## src/rtl/vram_scanline_arbiter.sv

```systemverilog
// vram_scanline_arbiter: shares one single-port synchronous VRAM between the
// CPU bus and a scanline fetch engine that fills the line buffer during hblank.
//
// Ports:
//   clk, resetn                       clock, async active-low reset
//   cpu_valid/addr/wdata/wstrb        CPU request (wstrb==0 is a read), held to ready
//   cpu_ready, cpu_rdata              one-cycle completion pulse and read data
//   fetch_req, fetch_line             hblank start pulse and VRAM line index
//   fetch_busy, fetch_done            fetch in progress / last line-buffer write
//   fetch_overrun                     sticky: a fetch request was dropped
//   ram_en/addr/wdata/wstrb, ram_rdata  VRAM port (read data 1-cycle latency)
//   lb_we, lb_waddr, lb_wdata         line-buffer write port
//
// Build option: define VRAM_ARB_DOUBLE_BUF_EN to select the line-buffer half
// from bit 0 of the fetched line (ping-pong); otherwise the MSB of lb_waddr is 0.

module vram_scanline_arbiter #(
    parameter int RAM_AW         = 14,
    parameter int WORDS_PER_LINE = 40,
    parameter int LINE_SHIFT     = 6,
    parameter int LB_AW          = 7
) (
    input  logic              clk,
    input  logic              resetn,
    input  logic              cpu_valid,
    input  logic [RAM_AW-1:0] cpu_addr,
    input  logic [31:0]       cpu_wdata,
    input  logic [3:0]        cpu_wstrb,
    output logic              cpu_ready,
    output logic [31:0]       cpu_rdata,
    input  logic              fetch_req,
    input  logic [9:0]        fetch_line,
    output logic              fetch_busy,
    output logic              fetch_done,
    output logic              fetch_overrun,
    output logic              ram_en,
    output logic [RAM_AW-1:0] ram_addr,
    output logic [31:0]       ram_wdata,
    output logic [3:0]        ram_wstrb,
    input  logic [31:0]       ram_rdata,
    output logic              lb_we,
    output logic [LB_AW-1:0]  lb_waddr,
    output logic [31:0]       lb_wdata
);

    typedef enum logic [2:0] {
        IDLE,
        CPU_WAIT,
        CPU_DONE,
        FETCH,
        DRAIN
    } state_t;

    localparam logic [LB_AW-1:0] LAST_K = LB_AW'(WORDS_PER_LINE - 1);

    state_t             state_q, state_d;
    logic [LB_AW-1:0]   cnt_q, cnt_d;
    logic [RAM_AW-1:0]  base_q, base_d;
    logic               pend_q, pend_d;
    logic [9:0]         pend_line_q, pend_line_d;
    logic               ovr_q, ovr_d;
    logic [31:0]        rdata_q, rdata_d;
    logic               cpu_rd_q, cpu_rd_d;
    logic               lb_we_q, lb_we_d;
    logic [LB_AW-2:0]   lb_k_q, lb_k_d;
    logic [9:0]         start_line;
    logic               start_fetch;

    always_ff @(posedge clk or negedge resetn) begin
        if (!resetn) begin
            state_q     <= IDLE;
            cnt_q       <= '0;
            base_q      <= '0;
            pend_q      <= 1'b0;
            pend_line_q <= '0;
            ovr_q       <= 1'b0;
            rdata_q     <= '0;
            cpu_rd_q    <= 1'b0;
            lb_we_q     <= 1'b0;
            lb_k_q      <= '0;
        end else begin
            state_q     <= state_d;
            cnt_q       <= cnt_d;
            base_q      <= base_d;
            pend_q      <= pend_d;
            pend_line_q <= pend_line_d;
            ovr_q       <= ovr_d;
            rdata_q     <= rdata_d;
            cpu_rd_q    <= cpu_rd_d;
            lb_we_q     <= lb_we_d;
            lb_k_q      <= lb_k_d;
        end
    end

    always_comb begin
        state_d     = state_q;
        cnt_d       = cnt_q;
        base_d      = base_q;
        pend_d      = pend_q;
        pend_line_d = pend_line_q;
        ovr_d       = ovr_q;
        rdata_d     = rdata_q;
        cpu_rd_d    = cpu_rd_q;
        lb_we_d     = 1'b0;
        lb_k_d      = lb_k_q;
        start_fetch = 1'b0;
        // A deferred request must use the line index captured with it.
        start_line  = pend_q ? pend_line_q : fetch_line;
        ram_en      = 1'b0;
        ram_addr    = '0;
        ram_wdata   = '0;
        ram_wstrb   = '0;
        cpu_ready   = 1'b0;
        fetch_busy  = 1'b0;
        fetch_done  = 1'b0;

        unique case (state_q)
            IDLE: begin
                if (fetch_req || pend_q) begin
                    start_fetch = 1'b1;
                end else if (cpu_valid && resetn) begin
                    // resetn gate keeps the RAM port quiet during reset.
                    ram_en    = 1'b1;
                    ram_addr  = cpu_addr;
                    ram_wdata = cpu_wdata;
                    ram_wstrb = cpu_wstrb;
                    cpu_rd_d  = (cpu_wstrb == 4'd0);
                    state_d   = CPU_WAIT;
                end
            end
            CPU_WAIT: begin
                if (cpu_rd_q) begin
                    rdata_d = ram_rdata;
                end
                if (fetch_req) begin
                    if (pend_q) begin
                        ovr_d = 1'b1;
                    end else begin
                        pend_d      = 1'b1;
                        pend_line_d = fetch_line;
                    end
                end
                state_d = CPU_DONE;
            end
            CPU_DONE: begin
                cpu_ready = 1'b1;
                if (fetch_req && pend_q) begin
                    ovr_d = 1'b1;
                end
                // Deferred fetch starts right after the CPU completes.
                if (fetch_req || pend_q) begin
                    start_fetch = 1'b1;
                end else begin
                    state_d = IDLE;
                end
            end
            FETCH: begin
                fetch_busy = 1'b1;
                ram_en     = 1'b1;
                ram_addr   = base_q + RAM_AW'(cnt_q);
                lb_we_d    = 1'b1;
                lb_k_d     = cnt_q[LB_AW-2:0];
                if (fetch_req) begin
                    ovr_d = 1'b1;
                end
                if (cnt_q == LAST_K) begin
                    state_d = DRAIN;
                end else begin
                    cnt_d = cnt_q + LB_AW'(1);
                end
            end
            DRAIN: begin
                fetch_busy = 1'b1;
                fetch_done = 1'b1;
                if (fetch_req) begin
                    ovr_d = 1'b1;
                end
                state_d = IDLE;
            end
            default: begin
                state_d = IDLE;
            end
        endcase

        if (start_fetch) begin
            state_d = FETCH;
            cnt_d   = '0;
            pend_d  = 1'b0;
            // Line bits that do not fit the RAM address fall off the top.
            base_d  = RAM_AW'(start_line) << LINE_SHIFT;
        end
    end

    assign cpu_rdata     = rdata_q;
    assign fetch_overrun = ovr_q;
    assign lb_we         = lb_we_q;
    assign lb_wdata      = lb_we_q ? ram_rdata : 32'd0;

`ifdef VRAM_ARB_DOUBLE_BUF_EN
    logic buf_q;

    always_ff @(posedge clk or negedge resetn) begin
        if (!resetn) begin
            buf_q <= 1'b0;
        end else if (start_fetch) begin
            buf_q <= start_line[0];
        end
    end

    assign lb_waddr = {buf_q, lb_k_q};
`else
    assign lb_waddr = {1'b0, lb_k_q};
`endif

endmodule

```

## config.mk

```make
export PLATFORM = sky130hd
export DESIGN_NAME = vram_scanline_arbiter
export DESIGN_NICKNAME = d
export VERILOG_FILES = /design/src/rtl/vram_scanline_arbiter.sv
export SDC_FILE = /design/constraint.sdc
export NUM_CORES = 1
export LEC_CHECK = 0
export CORE_MARGIN = 2
export CORE_UTILIZATION = 41
export DETAILED_ROUTE_END_ITERATION = 16
export GPL_TIMING_DRIVEN = 0
export PLACE_DENSITY_LB_ADDON = 0.08
export SYNTH_ARGS = -nofsm -noshare
export SYNTH_HDL_FRONTEND = slang
export SYNTH_SLANG_ARGS = --single-unit
```

## constraint.sdc

```tcl
create_clock -name clk -period 3.5 [get_ports clk]
set_clock_uncertainty 0.1 [all_clocks]
set_input_delay 1.05 -clock clk [delete_from_list [all_inputs] [get_ports clk]]
set_output_delay 1.05 -clock clk [all_outputs]
set_load 0.05 [all_outputs]
```

== Yosys cells after proc, flatten, opt, wreduce, memory -nomap -nowiden ==
Cells that the tools add are included.
Word-level totals
  register bits after elaboration: 68
  output and inout bits: 127
  logic and storage cells: 81
Operators by class
  add/subtract/negate cells: 2
  equal/unequal tests: 14
  muxes and demuxes: 36
  bitwise gates (word level): 1
  reductions and logical operators: 18
Operator list (number)
  $mux W32: 4
  $mux W14: 2
  $pmux W14 S2: 1
  $mux W7: 3
  $mux W3: 5
  $add A14 B7 Y14: 1
  $mux W1: 14
  $mux W4: 3
  $ne A3 B3 Y1 const B: 4
  $pmux W3 S4: 1
  $mux W8: 1
  $ne A2 B2 Y1 const B: 4
  $reduce_and A2 Y1: 4
  $add A7 B1 Y7 const B: 1
  $eq A7 B6 Y1 const B: 1
  $eq A3 B2 Y1 const B: 2
  $reduce_bool A2 Y1: 3
  $reduce_and A5 Y1: 1
  $logic_not A4 Y1: 1
  $reduce_and A4 Y1: 1
  $reduce_or A2 Y1: 2
  $eq A3 B1 Y1 const B: 1
  $eq A3 B3 Y1 const B: 1
  $logic_not A3 Y1: 1
  8 further kinds: 9

== Longest topological paths before layout ==
Gate-level depths: netlist of the first run.
  depth after elaboration: 5
  gate-level depth with buffers: 7
  gate-level depth less buffers: 6

== Least setup slack after synthesis of the first run ==
OpenSTA, ideal clock, no wires.
  kind: input to output
  start: input fetch_req
  end: output ram_addr[11]
  data arrival time: 2.295 ns
  setup slack: 0.055 ns
  cell stages on the path: 6
  cell sequence: nor3_2 and4_1 buf_2 buf_2 nand2_1 o21ai_0
On the way
  word-level cells in the longest chain between the ends: 3
RTL lines
  start, declared: RTL line 31  | input logic fetch_req,
  $logic_or A1 B1 Y1: RTL line 119  | if (fetch_req || pend_q) begin
  $mux W14: RTL line 119
  $pmux W14 S2: RTL line 117  | unique case (state_q)
  end, declared: RTL line 37  | output logic [RAM_AW-1:0] ram_addr,
No other way between the ends.

== Final worst setup path of the first run ==
  start: input fetch_req
  end: output ram_addr[3]
Same word-level chain as after synthesis.

==> impl_metrics.env, run 1 <==
export IMPL_status="finished, final reports clean"
export IMPL_timing_final_crit_share_pct=97.7
export IMPL_clock_path_buffers=2
export IMPL_fp_dieW_um=99.1
export IMPL_drtAntennaViolNets=0
export IMPL_endpoint_kind="output port"
export IMPL_drc_errors=0
export IMPL_netlist_instances=345
export IMPL_clock_root_buffer="clkbuf_8"
export IMPL_die_area_mm2=0.00982
export IMPL_first_pass_iters=4
export IMPL_final_util_pct=71.0
export IMPL_syn_nets=445
export IMPL_tightestPinTransition_ns=0.595
export IMPL_synth_simple_area_share_pct=24.2
export IMPL_postSynthAreaPerCell_um2=10.7
export IMPL_leakagePower_nw=2.97
export IMPL_setup_violations_final=0
export IMPL_synth_edf_count=0
export IMPL_grt_overflow_total=0
export IMPL_hpwlAfterDp_mm=8.26
export IMPL_post_place_ws_ns=-1.17
export IMPL_place_area_mm2=0.00603
export IMPL_slowest_delay_ns=0.25
export IMPL_worst_slack_ns=0.0791
export IMPL_vdd_drop_max_v=0.000365
export IMPL_cts_tree="built"
export IMPL_wl_per_cell_um=15.9
export IMPL_grt_max_degree=71
export IMPL_mostFrequentLayoutCell="clkdlybuf4s50_1"
export IMPL_yosys_cell_types_count=40
export IMPL_ys_seq_area_share_pct=45.9
export IMPL_min_period_ns=3.42
export IMPL_nFillCells=732
export IMPL_start_util_pct=42.3
export IMPL_vias_per_cell=4.80
export IMPL_first_iter_violations=105
export IMPL_finalHoldViolations=0
export IMPL_dr_wl_met3_um=586
export IMPL_track_usage_pct=21.7
export IMPL_synthMuxAreaShare_pct=17.9
export IMPL_h_tree_depth=3
export IMPL_syn_area_mm2=0.00371
export IMPL_hold_path_class="reg2reg"
export IMPL_place_inst=672
export IMPL_drv_cap=0
export IMPL_gp_congestion=0.799
export IMPL_synthXorXnorAreaFrac_pct=1.89
export IMPL_top_layer="met4"
export IMPL_stdcell_area_mm2=0.00622
export IMPL_area_growth_pct=67.8
export IMPL_p_per_area_mw_per_mm2=706
export IMPL_critical_path_class="in2out"
export IMPL_cts_clk_slew_worst_paths_ns=0.08
export IMPL_io_buffers=219
export IMPL_worstPathMaxFanout=8
export IMPL_antenna_found_initial=0
export IMPL_rsz0062_at_grt="no"
export IMPL_num_vias=3312
export IMPL_r2r_cells=6
export IMPL_grt_pass1_vias=3190
export IMPL_routed_wirelength_mm=11.0
export IMPL_cp_slowest_cell="bufbuf_16"
export IMPL_cp_cell_sequence="buf_4, nor3_4, and4_1, buf_6, bufbuf_16, nand2_1, nand2_1, buf_6"
export IMPL_synthFlopType="dfrtp_1"
export IMPL_die_h_um=99.1
export IMPL_ys_warn_count=0
export IMPL_clock_sinks=68
export IMPL_clock_latency_ns=0.35
export IMPL_finalMaxSlewViolations=0
export IMPL_core_area_mm2=0.00876
export IMPL_synth_compound_area_share_pct=4.08
export IMPL_async_flop_share_pct=100
export IMPL_drive_gt1_share_pct=23.7
export IMPL_pin_count=223
export IMPL_fmax_mhz=292
export IMPL_crit_required_ns=2.35
export IMPL_met2RoutedLength_mm=5.55
export IMPL_layout_common_cells="clkdlybuf4s50_1 (133), and2_1 (71), dfrtp_1 (68)"
export IMPL_finalNetCount=677
export IMPL_max_slew_margin_pct=60.3
export IMPL_hold_ws_ns=0.376
export IMPL_hold_depth=1
export IMPL_synth_fa_ha_area_share_pct=1.35
export IMPL_cts_hold_repair_buffers=0
export IMPL_grt_pass1_wl_mm=17.0
export IMPL_wl_met1_mm=4.68
export IMPL_cp_start_kind="input pin"
export IMPL_ys_ff_latch=68
export IMPL_final_cells=690
export IMPL_crit_arrival_ns=2.27
export IMPL_synth_top_family_by_area="simple AND/OR/NAND/NOR gates"
export IMPL_antenna_cells=0
export IMPL_cts_buffers=9
export IMPL_postCtsSetupRepairBufs=0
export IMPL_row_count=34
[flip-flops by register name, indices dropped and copies added, names as in the netlist]
name,flops
cpu_rdata,32
base_q,8
pend_line_q,8
cnt_q,7
lb_k_q,6
state_q,3
cpu_rd_q,1
fetch_overrun,1
lb_we,1
pend_q,1
[per-stage QoR]
step	total power [mW]	setup TNS, ns
after floorplan	2.87	0
after global placement	3.72	-246.32
after detailed placement	3.76	-58.35
after CTS	4.40	0
after global routing	4.62	0
final	4.39	0
[layer usage]
metal / track usage, % / up-vias
met3: 3.51 / 13
met5: 0 / -
met1: 28.2 / 1575
met4: 7.06 / 0
li1: - / 1615
met2: 37.2 / 109
[worst paths after layout]
| kind | slack, ns | to | from |
|---|---|---|---|
| min in group asynchronous | 0.43 | cpu_rdata[5] | resetn |
| setup / recovery | 0.08 | ram_addr[3] | fetch_req |
| hold / removal | 0.38 | fetch_overrun | fetch_overrun |
| setup reg to reg | 1.73 | cpu_rdata[16] | state_q[1] |
| hold reg to reg | 0.38 | fetch_overrun | fetch_overrun |
| max in group asynchronous | 2.68 | pend_line_q[7] | resetn |
[Yosys cell counts (3+ instances only)]
library cell,number,area share (%)
a21oi_1,3,0.40
xnor2_1,5,1.2
nand3_1,15,2.0
mux2i_1,9,2.4
xor2_1,3,0.71
ha_1,4,1.4
o21ai_0,15,2.0
and3_1,3,0.51
clkbuf_1,6,0.61
buf_4,3,0.61
dfrtp_1,68,46
buf_2,7,0.94
nand2_1,49,5.0
mux2_4,30,12
mux2_2,11,3.3
nor2_1,7,0.71
and2_1,71,12
o21ai_1,4,0.54
buf_12,3,1.6
[power breakdown]
group | internal, mW | total [mW] | switching, mW
clock network | 0.398 | 0.709 | 0.311
registers | 1.01 | 1.18 | 0.174
logic | 0.866 | 2.50 | 1.63
total | 2.28 | 4.39 | 2.12
[kinds of logic (layout without fill, tap and decap cells)]
| group | after synthesis | count (layout) |
|---|---|---|
| buf+inv | 24 | 261 |
| fa+ha+maj | 4 | 4 |
| xor+xnor | 8 | 8 |
| other cells | 1 | 1 |
| flops | 68 | 68 |
| simple gates | 163 | 163 |
| mux | 50 | 50 |
| compound gates | 27 | 27 |
[cell type report]
cell class | count | area, um2 | share of cell area (%)
Timing Repair Buffer | 221 | 2130 | 34.2
Tap cell | 108 | 135 | 2.17
Sequential cell | 68 | 1700 | 27.4
Clock buffer | 9 | 124 | 1.99
Buffer | 22 | 185 | 2.98
Clock inverter | 7 | 91.3 | 1.47
Multi-Input combinational cell | 253 | 1850 | 29.7
Inverter | 2 | 7.51 | 0.121
[critical path, delay by kind of cell]
kind                   cells  cell delay, ns
buffers and inverters      4            0.69
AND/OR/NAND/NOR            4            0.52
[what timing repair did]
item / 4_1_cts / 5_1_grt
setup endpoints to repair: 83 / 43
gates cloned: 1 / 1
resized for setup: 361 / 11
pin swaps: 1 / 3
Power figures use the tool's default switching activity.
==> inputs of run 2 (changes only) <==
- MAX_ROUTING_LAYER: default -> met4
==> run 2 against run 1 <==
Effect of this change: combinational power is essentially flat; register-to-register slack is essentially flat; largest cell class unchanged; power shrank 0.11%; first-iteration DRC count shrank 15%; die area is the same; fmax is essentially flat; highest routed layer unchanged; sequential share of layout area is the same; clock-buffer cell count is the same; critical path type unchanged.
==> impl_metrics.env, run 2 (synthesized netlist as in run 1, its figures left out) <==
export IMPL_worstPathMaxFanout=8
export IMPL_track_usage_pct=22.3
export IMPL_finalNetCount=677
export IMPL_grt_max_degree=71
export IMPL_r2r_cells=6
export IMPL_core_area_mm2=0.00876
export IMPL_max_slew_margin_pct=60.6
export IMPL_gp_congestion=0.811
export IMPL_grt_overflow_total=0
export IMPL_finalHoldViolations=0
export IMPL_routed_wirelength_mm=11.0
export IMPL_pwr_share_clk_pct=16.1
export IMPL_leakagePower_nw=2.97
export IMPL_worst_path_buf_inv=4
export IMPL_io_buffers=219
export IMPL_status="finished, final reports clean"
export IMPL_postCtsSetupRepairBufs=0
export IMPL_r2r_start="state_q[1]"
export IMPL_path_delay_family="buffers and inverters"
export IMPL_num_vias=3315
export IMPL_fmax_mhz=293
export IMPL_fp_dieW_um=99.1
export IMPL_clock_path_buffers=2
export IMPL_cts_clk_slew_worst_paths_ns=0.08
export IMPL_critical_path_depth=8
export IMPL_grt_pass1_vias=3195
export IMPL_wl_per_cell_um=15.9
export IMPL_pin_count=223
export IMPL_min_period_ns=3.42
export IMPL_hold_depth=1
export IMPL_nFillCells=734
export IMPL_largest_reg_flops=32
export IMPL_worst_slack_ns=0.0817
export IMPL_area_growth_pct=67.8
export IMPL_drc_errors=0
export IMPL_first_pass_iters=4
export IMPL_p_int_mw=2.28
export IMPL_p_comb_share_pct=56.9
export IMPL_cp_cell_sequence="buf_4, nor3_4, and4_1, buf_6, bufbuf_16, nand2_1, nand2_1, buf_6"
export IMPL_cts_buffers=9
export IMPL_rsz0062_at_grt="no"
export IMPL_setup_violations_final=0
export IMPL_place_inst=672
export IMPL_stdcell_area_mm2=0.00622
export IMPL_clock_root_buffer="clkbuf_8"
export IMPL_vias_per_cell=4.80
export IMPL_drv_cap=0
export IMPL_cp_slowest_cell="bufbuf_16"
export IMPL_start_util_pct=42.3
export IMPL_finalMaxSlewViolations=0
export IMPL_clock_sinks=68
export IMPL_cts_hold_repair_buffers=0
export IMPL_vdd_drop_max_v=0.000365
export IMPL_mostFrequentLayoutCell="clkdlybuf4s50_1"
export IMPL_timing_final_crit_share_pct=97.7
export IMPL_r2r_slack_ns=1.73
export IMPL_crit_arrival_ns=2.27
export IMPL_worstHoldEndpoint="fetch_overrun"
export IMPL_antenna_found_initial=0
export IMPL_final_cells=690
export IMPL_die_area_mm2=0.00982
export IMPL_post_place_ws_ns=-1.17
export IMPL_antenna_cells=0
export IMPL_hpwlAfterDp_mm=8.26
export IMPL_cts_tree="built"
export IMPL_slowest_delay_ns=0.25
export IMPL_drive_gt1_share_pct=23.7
export IMPL_place_area_mm2=0.00603
export IMPL_clock_latency_ns=0.34
export IMPL_first_iter_violations=89
export IMPL_power_mw=4.39
export IMPL_tightestPinTransition_ns=0.590
export IMPL_die_h_um=99.1
export IMPL_pwr_share_seq_pct=27.0
export IMPL_hold_start="fetch_overrun"
export IMPL_layout_common_cells="clkdlybuf4s50_1 (133), and2_1 (71), dfrtp_1 (68)"
export IMPL_h_tree_depth=3
export IMPL_r2r_end="cpu_rdata[16]"
export IMPL_p_sw_share_pct=48.1
export IMPL_critical_path_class="in2out"
export IMPL_endpoint_kind="output port"
export IMPL_p_per_area_mw_per_mm2=705
export IMPL_power_switching_mw=2.11
export IMPL_grt_pass1_wl_mm=17.0
export IMPL_hold_path_class="reg2reg"
export IMPL_crit_required_ns=2.35
export IMPL_row_count=34
export IMPL_cp_start_kind="input pin"
export IMPL_drtAntennaViolNets=0
[run 2: layout make-up]
class                   count  area [um2]  area share, %
clock buffers               9         124           1.99
multi-input cells         253        1850           29.7
flip-flops and latches     68        1700           27.4
inverters                   2        7.51          0.121
well taps                 108         135           2.17
plain buffers              22         185           2.98
repair buffers            221        2130           34.2
clock inverters             7        91.3           1.47
[run 2: what timing repair did]
action,4_1_cts,5_1_grt
gates cloned,1,1
pin swaps,1,3
resized for setup,361,11
endpoints found under the setup margin,83,47
[run 2: per-layer routing]
metal	vias up	global-route usage, %	part of all wire [%]
li1	1612	-	-
met1	1579	28.1	42
met2	111	37.1	51
met3	13	3.51	5.7
met4	0	7.17	1.4
met5	-	-	0
[run 2: worst max-delay path by stage]
stage | end | start | slack, ns
after CTS | ram_addr[4] | fetch_req | 0.0005
after detailed placement | ram_addr[13] | resetn | -1.17
after floorplan | ram_addr[11] | fetch_req | 0.06
after global routing | ram_addr[3] | fetch_req | 0.002
after global placement | ram_addr[13] | resetn | -3.40
final | ram_addr[3] | fetch_req | 0.08
[run 2: metrics by stage]
stage | setup TNS [ns] | utilization, % | hold WS [ns]
after floorplan | 0 | - | 0.370
after global placement | -246.32 | 68.9 | 0.355
after detailed placement | -58.35 | 68.8 | 0.365
after CTS | 0 | 70.5 | 0.382
after global routing | 0 | 71.0 | 0.392
final | 0 | 71.0 | 0.376
[run 2: power by group through the flow]
| stage | Clock [mW] | Sequential (mW) | Combinational (mW) |
|---|---|---|---|
| after detailed placement | 0 | 1.20 | 2.56 |
| after CTS | 0.724 | 1.18 | 2.49 |
| final | 0.707 | 1.18 | 2.50 |
| after floorplan | 0 | 1.49 | 1.38 |
| after global routing | 0.766 | 1.22 | 2.63 |
| after global placement | 0 | 1.18 | 2.54 |
